**config.mk**
```make
export PLATFORM = sky130hd
export DESIGN_NAME = key_event_ctrl_flat
export DESIGN_NICKNAME = d
export VERILOG_FILES = /design/src/rtl/key_event_ctrl_if.sv /design/src/rtl/key_event_ctrl.sv /design/src/flat_wrapper.sv
export SDC_FILE = /design/constraint.sdc
export NUM_CORES = 1
export LEC_CHECK = 0
export ABC_AREA = 1
export CAP_MARGIN = 30
export CORE_MARGIN = 10
export CORE_UTILIZATION = 30
export CTS_BUF_LIST = sky130_fd_sc_hd__clkbuf_8 sky130_fd_sc_hd__clkbuf_16
export DETAILED_ROUTE_END_ITERATION = 16
export PLACE_DENSITY_LB_ADDON = 0.15
export SYNTH_ARGS = -nofsm -noshare
export SYNTH_HDL_FRONTEND = slang
export SYNTH_SLANG_ARGS = --single-unit
```
**constraint.sdc**
```tcl
create_clock -name clk -period 5.7 [get_ports clk]
set_input_delay 1.425 -clock clk [delete_from_list [all_inputs] [get_ports clk]]
set_output_delay 1.425 -clock clk [all_outputs]
set_load 0.02 [all_outputs]
```
**src/rtl/key_event_ctrl_if.sv**
```systemverilog
// Event handshake between key_event_ctrl (master) and the game logic (slave).
interface key_event_ctrl_if;
    logic       ev_valid;
    logic [7:0] ev_ascii;
    logic       ev_ready;

    modport master (output ev_valid, ev_ascii, input ev_ready);
    modport slave  (input ev_valid, ev_ascii, output ev_ready);
endinterface

```
**src/rtl/key_event_ctrl.sv**
```systemverilog
// PS/2 scan-code sequencer: strips prefixes, tracks shift, suppresses typematic
// repeats, looks up fresh make codes and queues non-NUL ASCII events.
module key_event_ctrl #(
    parameter int FIFO_DEPTH = 4
) (
    input  logic             clk,
    input  logic             resetn,
    input  logic [7:0]       rx_data,
    input  logic             rx_valid,
    output logic             letter_case,
    output logic [7:0]       scan_code,
    input  logic [7:0]       ascii_code,
    key_event_ctrl_if.master ev,
    output logic             overflow,
    input  logic             ovf_clr
);
    localparam int AW = $clog2(FIFO_DEPTH);
    localparam int CW = AW + 1;

    localparam logic [7:0] CODE_BRK       = 8'hF0;
    localparam logic [7:0] CODE_EXT       = 8'hE0;
    localparam logic [7:0] CODE_SHIFT_L   = 8'h12;
    localparam logic [7:0] CODE_SHIFT_R   = 8'h59;
    localparam logic [7:0] CODE_SELF_TEST = 8'hAA;

    typedef enum logic [1:0] {IDLE, BRK, EXT, EXT_BRK} state_t;

    state_t        state, state_nxt;
    logic          shift_l, shift_r, shift_l_nxt, shift_r_nxt;
    logic [7:0]    held_code;
    logic          held_valid;
    logic          lookup_pend;
    logic          is_ctrl, is_shift, make_hit, brk_hit, self_test, accept_make;

    logic [7:0]    mem [FIFO_DEPTH];
    logic [AW-1:0] wr_ptr, rd_ptr;
    logic [CW-1:0] count;
    logic          ev_valid, push_req, pop, full, do_push, drop;

    // Receiver status/ack bytes that must never be treated as key codes.
    always_comb begin
        // NOTE: every combinational output gets a default first so no path leaves it unassigned (no latch).
        is_ctrl = 1'b0;
        case (rx_data)
            8'h00, 8'hAA, 8'hEE, 8'hFA, 8'hFC, 8'hFD, 8'hFE, 8'hFF: is_ctrl = 1'b1;
            default: is_ctrl = 1'b0;
        endcase
    end

    assign is_shift = (rx_data == CODE_SHIFT_L) || (rx_data == CODE_SHIFT_R);

    always_comb begin
        state_nxt = state;
        make_hit  = 1'b0;
        brk_hit   = 1'b0;
        self_test = 1'b0;
        if (rx_valid) begin
            if (is_ctrl) begin
                state_nxt = IDLE;
                self_test = (rx_data == CODE_SELF_TEST);
            end else begin
                case (state)
                    IDLE: begin
                        if (rx_data == CODE_BRK)      state_nxt = BRK;
                        else if (rx_data == CODE_EXT) state_nxt = EXT;
                        else                          make_hit  = 1'b1;
                    end
                    BRK: begin
                        brk_hit   = 1'b1;
                        state_nxt = IDLE;
                    end
                    EXT:     state_nxt = (rx_data == CODE_BRK) ? EXT_BRK : IDLE;
                    EXT_BRK: state_nxt = IDLE;
                    default: state_nxt = IDLE;
                endcase
            end
        end
    end

    always_comb begin
        shift_l_nxt = shift_l;
        shift_r_nxt = shift_r;
        if (self_test) begin
            shift_l_nxt = 1'b0;
            shift_r_nxt = 1'b0;
        end else if (make_hit || brk_hit) begin
            if (rx_data == CODE_SHIFT_L) shift_l_nxt = make_hit;
            if (rx_data == CODE_SHIFT_R) shift_r_nxt = make_hit;
        end
    end

    // A repeat of the currently held key is the keyboard's typematic stream.
    assign accept_make = make_hit && !is_shift && !(held_valid && (rx_data == held_code));

    always_ff @(posedge clk or negedge resetn) begin
        // NOTE: state registers use non-blocking assignments so every flop samples pre-edge values.
        if (!resetn) state <= IDLE;
        else         state <= state_nxt;
    end

    always_ff @(posedge clk or negedge resetn) begin
        if (!resetn) begin
            shift_l     <= 1'b0;
            shift_r     <= 1'b0;
            letter_case <= 1'b0;
            held_code   <= 8'h00;
            held_valid  <= 1'b0;
            scan_code   <= 8'h00;
            lookup_pend <= 1'b0;
        end else begin
            shift_l     <= shift_l_nxt;
            shift_r     <= shift_r_nxt;
            letter_case <= shift_l_nxt | shift_r_nxt;
            lookup_pend <= accept_make;
            if (self_test) begin
                held_valid <= 1'b0;
            end else if (accept_make) begin
                held_code  <= rx_data;
                held_valid <= 1'b1;
                scan_code  <= rx_data;
            end else if (brk_hit && (rx_data == held_code)) begin
                held_valid <= 1'b0;
            end
        end
    end

    // The translator answer for scan_code is ready one cycle after the make.
    assign push_req = lookup_pend && (ascii_code != 8'h00);
    assign ev_valid = (count != '0);
    assign full     = (count == CW'(FIFO_DEPTH));
    assign pop      = ev_valid && ev.ev_ready;
    assign do_push  = push_req && (!full || pop);
    assign drop     = push_req && full && !pop;

    always_ff @(posedge clk) begin
        // NOTE: queue storage is not reset; the occupancy count alone decides what is valid.
        if (do_push) mem[wr_ptr] <= ascii_code;
    end

    always_ff @(posedge clk or negedge resetn) begin
        if (!resetn) begin
            wr_ptr <= '0;
            rd_ptr <= '0;
            count  <= '0;
        end else begin
            if (do_push) wr_ptr <= wr_ptr + AW'(1);
            if (pop)     rd_ptr <= rd_ptr + AW'(1);
            case ({do_push, pop})
                2'b10:   count <= count + CW'(1);
                2'b01:   count <= count - CW'(1);
                default: count <= count;
            endcase
        end
    end

    // A drop in the same cycle as a clear request must stay visible.
    always_ff @(posedge clk or negedge resetn) begin
        if (!resetn)      overflow <= 1'b0;
        else if (drop)    overflow <= 1'b1;
        else if (ovf_clr) overflow <= 1'b0;
    end

    assign ev.ev_valid = ev_valid;
    assign ev.ev_ascii = ev_valid ? mem[rd_ptr] : 8'h00;
endmodule

```
**src/flat_wrapper.sv**
```systemverilog
// flat-port wrapper written by rule: the top's interface ports become plain ports
module key_event_ctrl_flat 
#(
    parameter int FIFO_DEPTH = 4
)
  (clk, resetn, rx_data, rx_valid, letter_case, scan_code, ascii_code, overflow, ovf_clr, ev_ev_valid, ev_ev_ascii, ev_ev_ready);
  key_event_ctrl_if ev_i ();
  input  logic clk;
  input  logic resetn;
  input  logic [7:0] rx_data;
  input  logic rx_valid;
  output logic letter_case;
  output logic [7:0] scan_code;
  input  logic [7:0] ascii_code;
  output logic overflow;
  input  logic ovf_clr;
  output wire logic [$bits(ev_i.ev_valid)-1:0] ev_ev_valid;
  output wire logic [$bits(ev_i.ev_ascii)-1:0] ev_ev_ascii;
  input wire logic [$bits(ev_i.ev_ready)-1:0] ev_ev_ready;
  assign ev_ev_valid = ev_i.ev_valid;
  assign ev_ev_ascii = ev_i.ev_ascii;
  assign ev_i.ev_ready = ev_ev_ready;
  key_event_ctrl #(.FIFO_DEPTH(FIFO_DEPTH)) u_core (.clk(clk), .resetn(resetn), .rx_data(rx_data), .rx_valid(rx_valid), .letter_case(letter_case), .scan_code(scan_code), .ascii_code(ascii_code), .ev(ev_i), .overflow(overflow), .ovf_clr(ovf_clr));
endmodule
```
==> metrics.csv <==
metric,value,unit
start_util,0.304,
grt_usage,0.0965,
yosysWarnings,0,
die_h,116,um
p_per_area,455,mW/mm^2
vias_per_cell,4.36,
cts-hold-fix-buffers,0,
drv_cap,0,
gp_congestion,0.805,
path_max_fanout,9,
ys_seq_elements,55,
hp-class,reg2reg,
syn_area,0.00278,mm^2
drv_slew,0,
die-width,116,um
area_growth_syn_to_layout,22.3,%
cts_root_buf,clkbuf_8,
rsz0062_at_grt,no,
place_area,0.00330,mm^2
stdcell_count,458,
syn_inst,303,
synth_edf_count,32,
arrival,2.43,ns
yosysSeqAreaShare,0.552,
layout-drive-gt1-share,0.0893,
period_needed,3.85,ns
num_vias,1999,
wirelength,6240,um
dieArea,0.0135,mm^2
drtIter0Drc,69,
ant_nets,0,
synth.avg_cell_area,9.18,um^2
antenna_found_initial,0,
start_kind,register,
crit_required,4.28,ns
min_period_over_period,0.676,
io_pins,40,
syn-num-nets,330,
dp_cells,450,
drtPass1Iterations,4,
crit_type,reg2out,
clockBufferDepth,2,
total_leakage_power,0.00144,uW
clk_latency,0.31,ns
yosysTopAreaCellShare,0.345,
fin_nets,373,
port_buffers,39,
dp_hpwl,4600,um
netlist_top_cells_area,"edfxtp_1, dfrtp_1, nand2_1",
cts_setup_buffers,0,
overflow,0,
max_freq,0.259,GHz
worst_pin_slew,0.827,ns
clkSinkCount,55,
fin_skew,0.00988,ns
num_rows,35,
finalInstanceArea,0.00340,mm^2
clk_pin_slew_worst_paths,0.11,ns
status,completed,
grt_max_degree,24,
synthArstFlopShare,0.418,
synthFlopType,edfxtp_1,
yosys.area.top_type,edfxtp_1,
setup_ws,1.85,ns
n_antenna_cell,0,
ys_types,31,
post_drt_wl_per_cell,13.6,um
slew_headroom,0.447,
cts_resized,0,
core_area,0.00915,mm^2
pre_cts_ws,1.84,ns
peakVddDrop,0.232,mV
fin_setup_tns,0,ns
h-tree-depth,2,
endpoint_kind,primary output,
drt_drc_violations_left,0,
cts_made_buffers,5,
grt_pass1_vias,2057,
filler_cell_count,899,
hold_viol_final,0,
synth.most_common_cell,nand2_1,
yosys-top-cells-count,"nand2_1, nor2_1, inv_1",
setup_viol_count_final,0,
cts_tree,yes,
grt_pass1_wl,10300,um
## state kept, by name, indices dropped and copies added (netlist names), 2 cells and up
signal            flops
u_core.count          3
u_core.mem           32
u_core.wr_ptr         2
u_core.scan_code      8
u_core.state          2
u_core.rd_ptr         2
## layout by cell type, fill, tap and decap left out
cell type,synthesis,final
nand2_1,67,67
nor2_1,52,52
clkdlybuf4s50_1,0,39
inv_1,33,33
edfxtp_1,32,32
dfrtp_1,23,23
o21ai_0,19,19
a21oi_1,10,10
nand2_2,8,8
nand3_1,7,7
nand4_1,7,7
xnor2_1,7,7
ha_1,5,5
clkbuf_8,0,5
inv_2,4,4
xor2_1,4,4
clkinv_1,2,2
nor2_2,2,2
nor2_4,2,2
nand3_4,2,2
nor2_8,2,2
nor4_1,2,2
inv_8,0,2
o21ai_1,1,1
nor3_2,1,1
or2_1,1,1
a21boi_0,1,1
nor3_1,1,1
nand2_4,1,1
nand3b_1,1,1
o2111ai_1,1,1
fa_1,1,1
clkinv_4,0,1
buf_4,0,1
## stage by stage
step	util	total power [uW]	hold WS, ns
floorplan	-	1040	0.468
finish	0.372	1550	0.503
CTS	0.372	1580	0.506
global route	0.372	1670	0.532
detailed placement	0.361	1340	0.488
global placement	0.361	1340	0.494
## where the power goes
group	internal, uW	total [uW]	leakage (uW)	switching (uW)
Combinational	296	699	0.000814	404
Sequential	526	612	0.000573	86.5
Clock	93.8	237	0.0000522	143
Total	915	1550	0.00144	634
## area by class of cell
class / instances / area [um^2] / area share
Clock inverter: 3 / 31.3 / 0.00919
Inverter: 39 / 146 / 0.0430
Tap cell: 111 / 139 / 0.0408
Clock buffer: 5 / 68.8 / 0.0202
Timing Repair Buffer: 40 / 398 / 0.117
Multi-Input combinational cell: 205 / 1080 / 0.318
Sequential cell: 55 / 1540 / 0.451
## critical path: stages, from the launching register on
cell             delay (ns)
dfrtp_1                0.56
clkinv_1               0.41
nor2_1                 0.20
o21ai_0                0.10
a21oi_1                0.20
clkdlybuf4s50_1        0.65
## worst paths after layout
kind | from | endpoint | slack, ns | depth (start not counted)
max in group asynchronous | resetn | u_core.shift_l | 4.00 | 2
setup reg to reg | u_core.count[0] | u_core.count[2] | 3.34 | 10
hold reg to reg | u_core.count[0] | u_core.count[0] | 0.50 | 1
min in group asynchronous | resetn | u_core.scan_code[1] | 1.44 | 2
setup / recovery | u_core.rd_ptr[1] | ev_ev_ascii[6] | 1.85 | 5
hold / removal | u_core.count[0] | u_core.count[0] | 0.50 | 1
## layer usage
layer  share of wire  GRT usage  up-vias
met5               0          0        -
met4           0.011     0.0259        0
met3           0.042     0.0236        6
met2            0.46      0.155       33
met1            0.49      0.127      903
li1                -          -     1057
## logic make-up after synthesis
logic type,synth area share
flops,0.552
compound gates,0.0598
buf+inv,0.0585
simple gates,0.265
fa+ha+maj,0.0297
xor+xnor,0.0346
Power figures use the tool's default switching activity.
